[config.mk]
export PLATFORM = sky130hd
export DESIGN_NAME = mult_div_unit
export DESIGN_NICKNAME = d
export VERILOG_FILES = /design/src/rtl/mult_div_unit.sv
export SDC_FILE = /design/constraint.sdc
export NUM_CORES = 1
export LEC_CHECK = 0
export BUFFER_PORTS_ARGS = -buffer_cell sky130_fd_sc_hd__buf_2
export CAP_MARGIN = 15
export CORE_MARGIN = 4
export CORE_UTILIZATION = 60
export DETAILED_ROUTE_END_ITERATION = 8
export PLACE_DENSITY = 0.81
export SYNTH_ARGS = -nofsm -noshare
export SYNTH_HDL_FRONTEND = slang
export SYNTH_SLANG_ARGS = --single-unit
[constraint.sdc]
create_clock -name clk -period 8.13 [get_ports clk]
set_clock_uncertainty 0.15 [all_clocks]
set_input_delay 1.2195 -clock clk [delete_from_list [all_inputs] [get_ports clk]]
set_output_delay 1.2195 -clock clk [all_outputs]
set_load 0.01 [all_outputs]
[src/rtl/mult_div_unit.sv]
// Iterative 32-bit multiply/divide unit with architectural HI/LO registers.
// Multiplies by shift-add and divides by restoring shift-subtract, one step per cycle.
module mult_div_unit #(
  parameter int ITER = 32
) (
  input  logic        clk,
  input  logic        reset,
  input  logic        start,
  input  logic [1:0]  op,
  input  logic [31:0] a_in,
  input  logic [31:0] b_in,
  output logic        busy,
  output logic        done,
  output logic        div_zero,
  output logic [31:0] hi_out,
  output logic [31:0] lo_out
);

  typedef enum logic [1:0] {
    IDLE,
    MULT,
    DIV,
    FINISH
  } state_t;

  localparam logic [4:0] LAST_STEP = 5'(ITER - 1);

  state_t      state_q, state_d;
  logic [4:0]  cnt_q, cnt_d;
  logic [1:0]  op_q, op_d;
  logic [31:0] opnd_q, opnd_d;
  logic [63:0] acc_q, acc_d;
  logic        neg_q, neg_d;
  logic        neg_rem_q, neg_rem_d;
  logic        dz_q, dz_d;
  logic        busy_q, busy_d;
  logic        done_q, done_d;
  logic        div_zero_q, div_zero_d;
  logic [31:0] hi_q, hi_d;
  logic [31:0] lo_q, lo_d;

  logic        a_neg_in, b_neg_in;
  logic [31:0] a_mag, b_mag;
  logic [32:0] mul_sum;
  logic [63:0] mul_next;
  logic [32:0] rem_shift;
  logic [32:0] diff;
  logic [63:0] div_next;
  logic [63:0] prod_res;
  logic [31:0] quo_res, rem_res;

  // Signed ops (op[0] = 0) work on magnitudes; the sign is restored in FINISH.
  always_comb begin
    a_neg_in = ~op[0] & a_in[31];
    b_neg_in = ~op[0] & b_in[31];
    a_mag    = a_neg_in ? -a_in : a_in;
    b_mag    = b_neg_in ? -b_in : b_in;
  end

  // acc holds {partial product, multiplier} or {remainder, dividend/quotient}.
  always_comb begin
    mul_sum   = {1'b0, acc_q[63:32]} + (acc_q[0] ? {1'b0, opnd_q} : 33'd0);
    mul_next  = {mul_sum, acc_q[31:1]};
    rem_shift = {acc_q[63:32], acc_q[31]};
    diff      = rem_shift - {1'b0, opnd_q};
    div_next  = diff[32] ? {rem_shift[31:0], acc_q[30:0], 1'b0}
                         : {diff[31:0], acc_q[30:0], 1'b1};
    prod_res  = neg_q ? -acc_q : acc_q;
    quo_res   = neg_q ? -acc_q[31:0] : acc_q[31:0];
    rem_res   = neg_rem_q ? -acc_q[63:32] : acc_q[63:32];
  end

  always_comb begin
    state_d    = state_q;
    cnt_d      = cnt_q;
    op_d       = op_q;
    opnd_d     = opnd_q;
    acc_d      = acc_q;
    neg_d      = neg_q;
    neg_rem_d  = neg_rem_q;
    dz_d       = dz_q;
    busy_d     = (state_q != IDLE);
    done_d     = 1'b0;
    div_zero_d = 1'b0;
    hi_d       = hi_q;
    lo_d       = lo_q;

    case (state_q)
      IDLE: begin
        if (start) begin
          op_d      = op;
          cnt_d     = 5'd0;
          neg_d     = a_neg_in ^ b_neg_in;
          neg_rem_d = a_neg_in;
          if (op[1]) begin
            opnd_d  = b_mag;
            acc_d   = {32'd0, a_mag};
            dz_d    = (b_in == 32'd0);
            state_d = (b_in == 32'd0) ? FINISH : DIV;
          end else begin
            opnd_d  = a_mag;
            acc_d   = {32'd0, b_mag};
            dz_d    = 1'b0;
            state_d = MULT;
          end
        end
      end

      MULT: begin
        acc_d = mul_next;
        cnt_d = cnt_q + 5'd1;
        if (cnt_q == LAST_STEP) begin
          state_d = FINISH;
        end
      end

      DIV: begin
        acc_d = div_next;
        cnt_d = cnt_q + 5'd1;
        if (cnt_q == LAST_STEP) begin
          state_d = FINISH;
        end
      end

      FINISH: begin
        done_d  = 1'b1;
        state_d = IDLE;
        if (dz_q) begin
          div_zero_d = 1'b1;
        end else if (op_q[1]) begin
          hi_d = rem_res;
          lo_d = quo_res;
        end else begin
          hi_d = prod_res[63:32];
          lo_d = prod_res[31:0];
        end
      end

      default: begin
        state_d = IDLE;
      end
    endcase
  end

  always_ff @(posedge clk or posedge reset) begin
    if (reset) begin
      state_q    <= IDLE;
      cnt_q      <= 5'd0;
      op_q       <= 2'd0;
      opnd_q     <= 32'd0;
      acc_q      <= 64'd0;
      neg_q      <= 1'b0;
      neg_rem_q  <= 1'b0;
      dz_q       <= 1'b0;
      busy_q     <= 1'b0;
      done_q     <= 1'b0;
      div_zero_q <= 1'b0;
      hi_q       <= 32'd0;
      lo_q       <= 32'd0;
    end else begin
      state_q    <= state_d;
      cnt_q      <= cnt_d;
      op_q       <= op_d;
      opnd_q     <= opnd_d;
      acc_q      <= acc_d;
      neg_q      <= neg_d;
      neg_rem_q  <= neg_rem_d;
      dz_q       <= dz_d;
      busy_q     <= busy_d;
      done_q     <= done_d;
      div_zero_q <= div_zero_d;
      hi_q       <= hi_d;
      lo_q       <= lo_d;
    end
  end

  assign busy     = busy_q;
  assign done     = done_q;
  assign div_zero = div_zero_q;
  assign hi_out   = hi_q;
  assign lo_out   = lo_q;

endmodule

* Word-level counts from Yosys, hierarchy flattened
Cells that the tools add are included.
Operators by class: add/sub/neg operators 8, equality and inequality tests 6, muxes and demuxes 24, bitwise gates (word level) 5, reductions and logical operators 11
Operators with widths (number):
- $mux W32 | 9
- $mux W64 | 3
- $pmux W64 S3 | 1
- $neg A32 Y32 | 4
- $neg A64 Y64 | 1
- $add A32 B32 Y33 | 1
- $sub A33 B32 Y33 | 1
- $logic_not A32 Y1 | 1
- $pmux W5 S2 | 1
- $reduce_and A2 Y1 | 5
- $mux W2 | 3
- $pmux W2 S3 | 1
- $add A5 B1 Y5 const B | 1
- $eq A5 B5 Y1 const B | 1
- $mux W1 | 5
- $mux W5 | 1
- $eq A2 B2 Y1 const B | 2
- $reduce_bool A2 Y1 | 2
- $reduce_bool A3 Y1 | 1
- $and A1 B1 Y1 | 2
- $eq A2 B1 Y1 const B | 1
- $logic_not A2 Y1 | 1
- $ne A2 B1 Y1 const B | 1
- $ne A2 B2 Y1 const B | 1
- 3 further kinds | 4
Storage, ports and cells: flip-flop bits (word level) 175, output and inout port bits 67, logic and storage cells 67

* Longest topological paths before layout
depth after elaboration 6, mapped depth 14

* Worst setup path before layout
OpenSTA, ideal clock, no wires.
path type input -> register, from input port a_in[9], to register opnd_q[30], library setup time 0.133 ns, arrival 3.396 ns, path slack 4.451 ns, stages 9, cell sequence or4_1 -> nor4_2 -> nand3_1 -> o41ai_1 -> and2_1 -> xor2_1 -> nor2_1 -> a211oi_1 -> a21oi_1
Between the ends: cells in the longest elaborated chain, start to end 3
Ends and longest elaborated chain:
- from (decl) | line 10 | input logic [31:0] a_in,
- $neg A32 Y32 | line 56 | a_mag = a_neg_in ? -a_in : a_in;
- $mux W32 | line 56
- $mux W32 | line 95 | if (op[1]) begin
- to (signal assigned) | line 164 | opnd_q <= opnd_d;
- to (decl) | line 31 | logic [31:0] opnd_q, opnd_d;
No other way between the ends. A chain may end at the register's enable or synchronous reset.

* Worst setup path after layout
from register acc_q[0], to register acc_q[56]
Between the ends: cells in the longest elaborated chain, start to end 3
Ends and longest elaborated chain:
- from (decl) | line 32 | logic [63:0] acc_q, acc_d;
- from (signal assigned) | line 151 | acc_q <= 64'd0;
- from (signal assigned) | line 165 | acc_q <= acc_d;
- $mux W32 | line 62 | mul_sum = {1'b0, acc_q[63:32]} + (acc_q[0] ? {1'b0, opnd_q} : 33'd0);
- $add A32 B32 Y33 | line 62
- $pmux W64 S3 | line 88 | case (state_q)
No other way between the ends.

==> key figures <==
Run status
  – Status: finished, final reports clean

Placement
  – Pre-CTS setup slack: 3550 ps
  – Routability Congestion: a little under 1
  – HPWL Detailed: between 30000 and 40000 µm
  – Placed cell areas: 15000 µm²
  – # port buffers: 135

Setup path
  – CP max FO: 34
  – Arr. time, crit path: 4870 ps
  – CP Class: reg2reg
  – CP Launch Type: register
  – Setup crit end kind: register
  – Critical Path RT: 8280 ps

Cells and area
  – Synth-to-Final Area Change: 9.98%
  – Final instance area: 15700 µm²
  – Final net count: between 2000 and 2500
  – N_diodes: 0
  – Share of cells above drive strength 1: 11.5%

Global routing
  – First-pass GRT wire length: 67200 µm
  – Gr ovfl total: 0
  – Initial antenna violation count: 0
  – Largest net degree at the start of global routing: 129
  – Gr usage total: 31.9%
  – Number of global-route vias before repair: ~13000

Power
  – Pleak: 6.96 nW
  – Cell internal pwr: 3.24 mW
  – PwrDens: around 430 nW/µm²
  – Psw: roughly 3.4 mW
  – Part of the power in combinational logic: just over 60%
  – Worst VDD drop: 0.216 mV
  – Sw Share: 51.4%
  – Clock Power Share: 13.1%
  – Seq pwr share: 25.7%

Floorplanning
  – Initial Util: between 60% and 70%
  – Die X: 162 µm
  – DIE AREA: 26300 µm²
  – Core area: 23400 µm²
  – I/O pin cnt: 136
  – Row count: 56
  – Die Y-Extent: roughly 160 µm

Synthesis
  – Post-synthesis sequential area ratio: between 30% and 40%
  – Post-synth top flop: dfrtp_1
  – Post-synthesis mux area share: 1.98%
  – List of most frequent post-synthesis cells: o21ai_0 (236), nand2_1 (223), nor2_1 (177), dfrtp_1 (174), a21oi_1 (144)
  – Syn_nets: 1951
  – Synth top area share: 30.6%
  – Synth Area in Simple Gates: a little under a fifth
  – Mapped Cells: roughly 1800
  – Syn Area/Cell: 7.88 µm²
  – Synth Area in XOR/XNOR: 10.8%
  – Yosys cell types: 78
  – Main combinational cell family by area after synthesis: compound AO/OA/AOI/OAI gates
  – Cell Area, Synth: roughly 14000 µm²
  – Compound-Gate Fraction of Synth Area: a little over a quarter
  – Most numerous cell in the Yosys netlist: o21ai_0
  – Async SR Flop Fraction: 100%
  – Yosys reg bits: 174
  – Synth Warn #: 0
  – Yosys top cell by area: dfrtp_1
  – Adder-cell share of the synthesized area: under 10%
  – Post-synth EDFFs: 0
  – Synth area leaders: dfrtp_1 (31%), o21ai_0 (8.3%), ha_1 (6.5%), nand2_1 (5.9%), xor2_1 (5.6%)

Hold path
  – Worst min path class: reg2reg

Timing
  – RSZ-0062 raised after global routing: false
  – Slew HR: 25.0%
  – Setup TNS: 0 ps
  – Setup violation total in the final timing report: 0
  – Fin. Hold Viols: 0
  – Fmax: 212 MHz
  – Period utilisation layout: 58.0%
  – Count of pins over their slew limit: 0
  – Post-layout minimum cycle time: 4720 ps
  – Tightest Pin Transition: 1120 ps
  – Final worst setup slack: 3410 ps

Clock network
  – CTS-repair resized insts: 0
  – TritonCTS buffer count: 17
  – Hold_buf cts: 0
  – Root buffer selected by CTS: clkbuf_16
  – Postcts setup bufs: 0
  – Worst skew pair latency: 450 ps
  – CTS Sinks: 174
  – Clk buf depth: 2
  – Worst-path clk slew: 80 ps
  – H-tree Lvls: 4
  – CTS tree: built

Job
  – Maxcap violations: 0

Drt
  – Wire per inst: 19.4 µm
  – TritonRoute pass-1 iters: 8
  – Routed Antenna Nets: 0
  – # DRC: 0
  – Via density: 6.31
  – Via count: 13870
  – Drt first-iter violations: approximately 1600
  – Total Wirelength: 42700 µm
## power groups by stage
stage	clock network, mW	registers (mW)	logic, mW
finish	0.873	1.72	4.08
global route	0.909	1.76	4.52
detailed placement	0	1.71	4.00
floorplan	0	1.59	3.03
CTS	0.871	1.70	4.03
global placement	0	1.69	3.94
## registers in the layout (all words and copies together) (netlist names), 2 cells and up
signal	flops
acc_q	64
cnt_q	5
hi_out	32
lo_out	32
opnd_q	32
state_q	2
## path summary, 6_finish.rpt
path,startpoint,endpoint,slack (ps),cells after the start
max in group asynchronous,reset,opnd_q[23],5490,3
min,hi_out[30],hi_out[30],320,2
max,acc_q[0],acc_q[56],3410,12
min in group asynchronous,reset,lo_out[9],830,2
min reg2reg,hi_out[30],hi_out[30],320,2
max reg2reg,acc_q[0],acc_q[56],3410,12
## cell usage in the layout (no fill, tap or decap), types with 19 or more instances in the layout
| master | instances |
|---|---|
| nand2_1 | 223 |
| inv_1 | 55 |
| ha_1 | 74 |
| o31ai_1 | 38 |
| nand3_1 | 19 |
| o21ai_0 | 236 |
| xnor2_1 | 83 |
| xor2_1 | 91 |
| buf_2 | 135 |
| nor2_1 | 176 |
| nor3_1 | 27 |
| a22oi_1 | 20 |
| dfrtp_1 | 174 |
| a21oi_1 | 144 |
| a221o_1 | 22 |
## stage by stage
step	cells	total power, mW	hold WS (ps)	utilization (%)
finish	2198	6.67	324	66.9
global route	2198	7.19	354	66.9
CTS	2197	6.60	332	66.9
detailed placement	2165	5.72	314	64.1
global placement	2165	5.64	305	64.1
floorplan	1806	4.62	300	-
## cell type report
cell class,count,area [µm²]
timing repair buffer,147,766
tap,319,399
clock buffer,17,425
multi-input combinational,1468,9270
inverter,58,223
clock inverter,15,213
sequential,174,4350
fill,2054,7750
## cells by family (layout without fill, tap and decap cells)
| family | after synthesis | count (layout) |
|---|---|---|
| AOI/OAI and AO/OA | 609 | 609 |
| and+or+nand+nor | 581 | 581 |
| xor gates and xnor gates | 175 | 175 |
| DFF | 174 | 174 |
| buffers and inverters | 164 | 237 |
| adders and majority gates | 76 | 76 |
| muxes | 27 | 27 |
## metal layers
| metal | wire length [µm] | global-route usage, % | vias up |
|---|---|---|---|
| li1 | - | - | 6614 |
| met1 | 18700 | 45.1 | 6572 |
| met2 | 19000 | 50.1 | 602 |
| met3 | 3890 | 6.72 | 82 |
| met4 | 1060 | 8.92 | 0 |
| met5 | 0 | 0 | - |
## worst max-delay path, stage by stage (launching register included)
cell      delay (ps)
dfrtp_1          410
clkinv_1         800
nor2_1           470
ha_1             240
a211oi_1          70
o211ai_1         370
a31oi_1          350
or4b_2           740
a311o_1          320
o21ai_0          240
xor2_1           110
a22oi_1          170
o21ai_0          120
No activity file was read; power rests on OpenSTA's default activity.
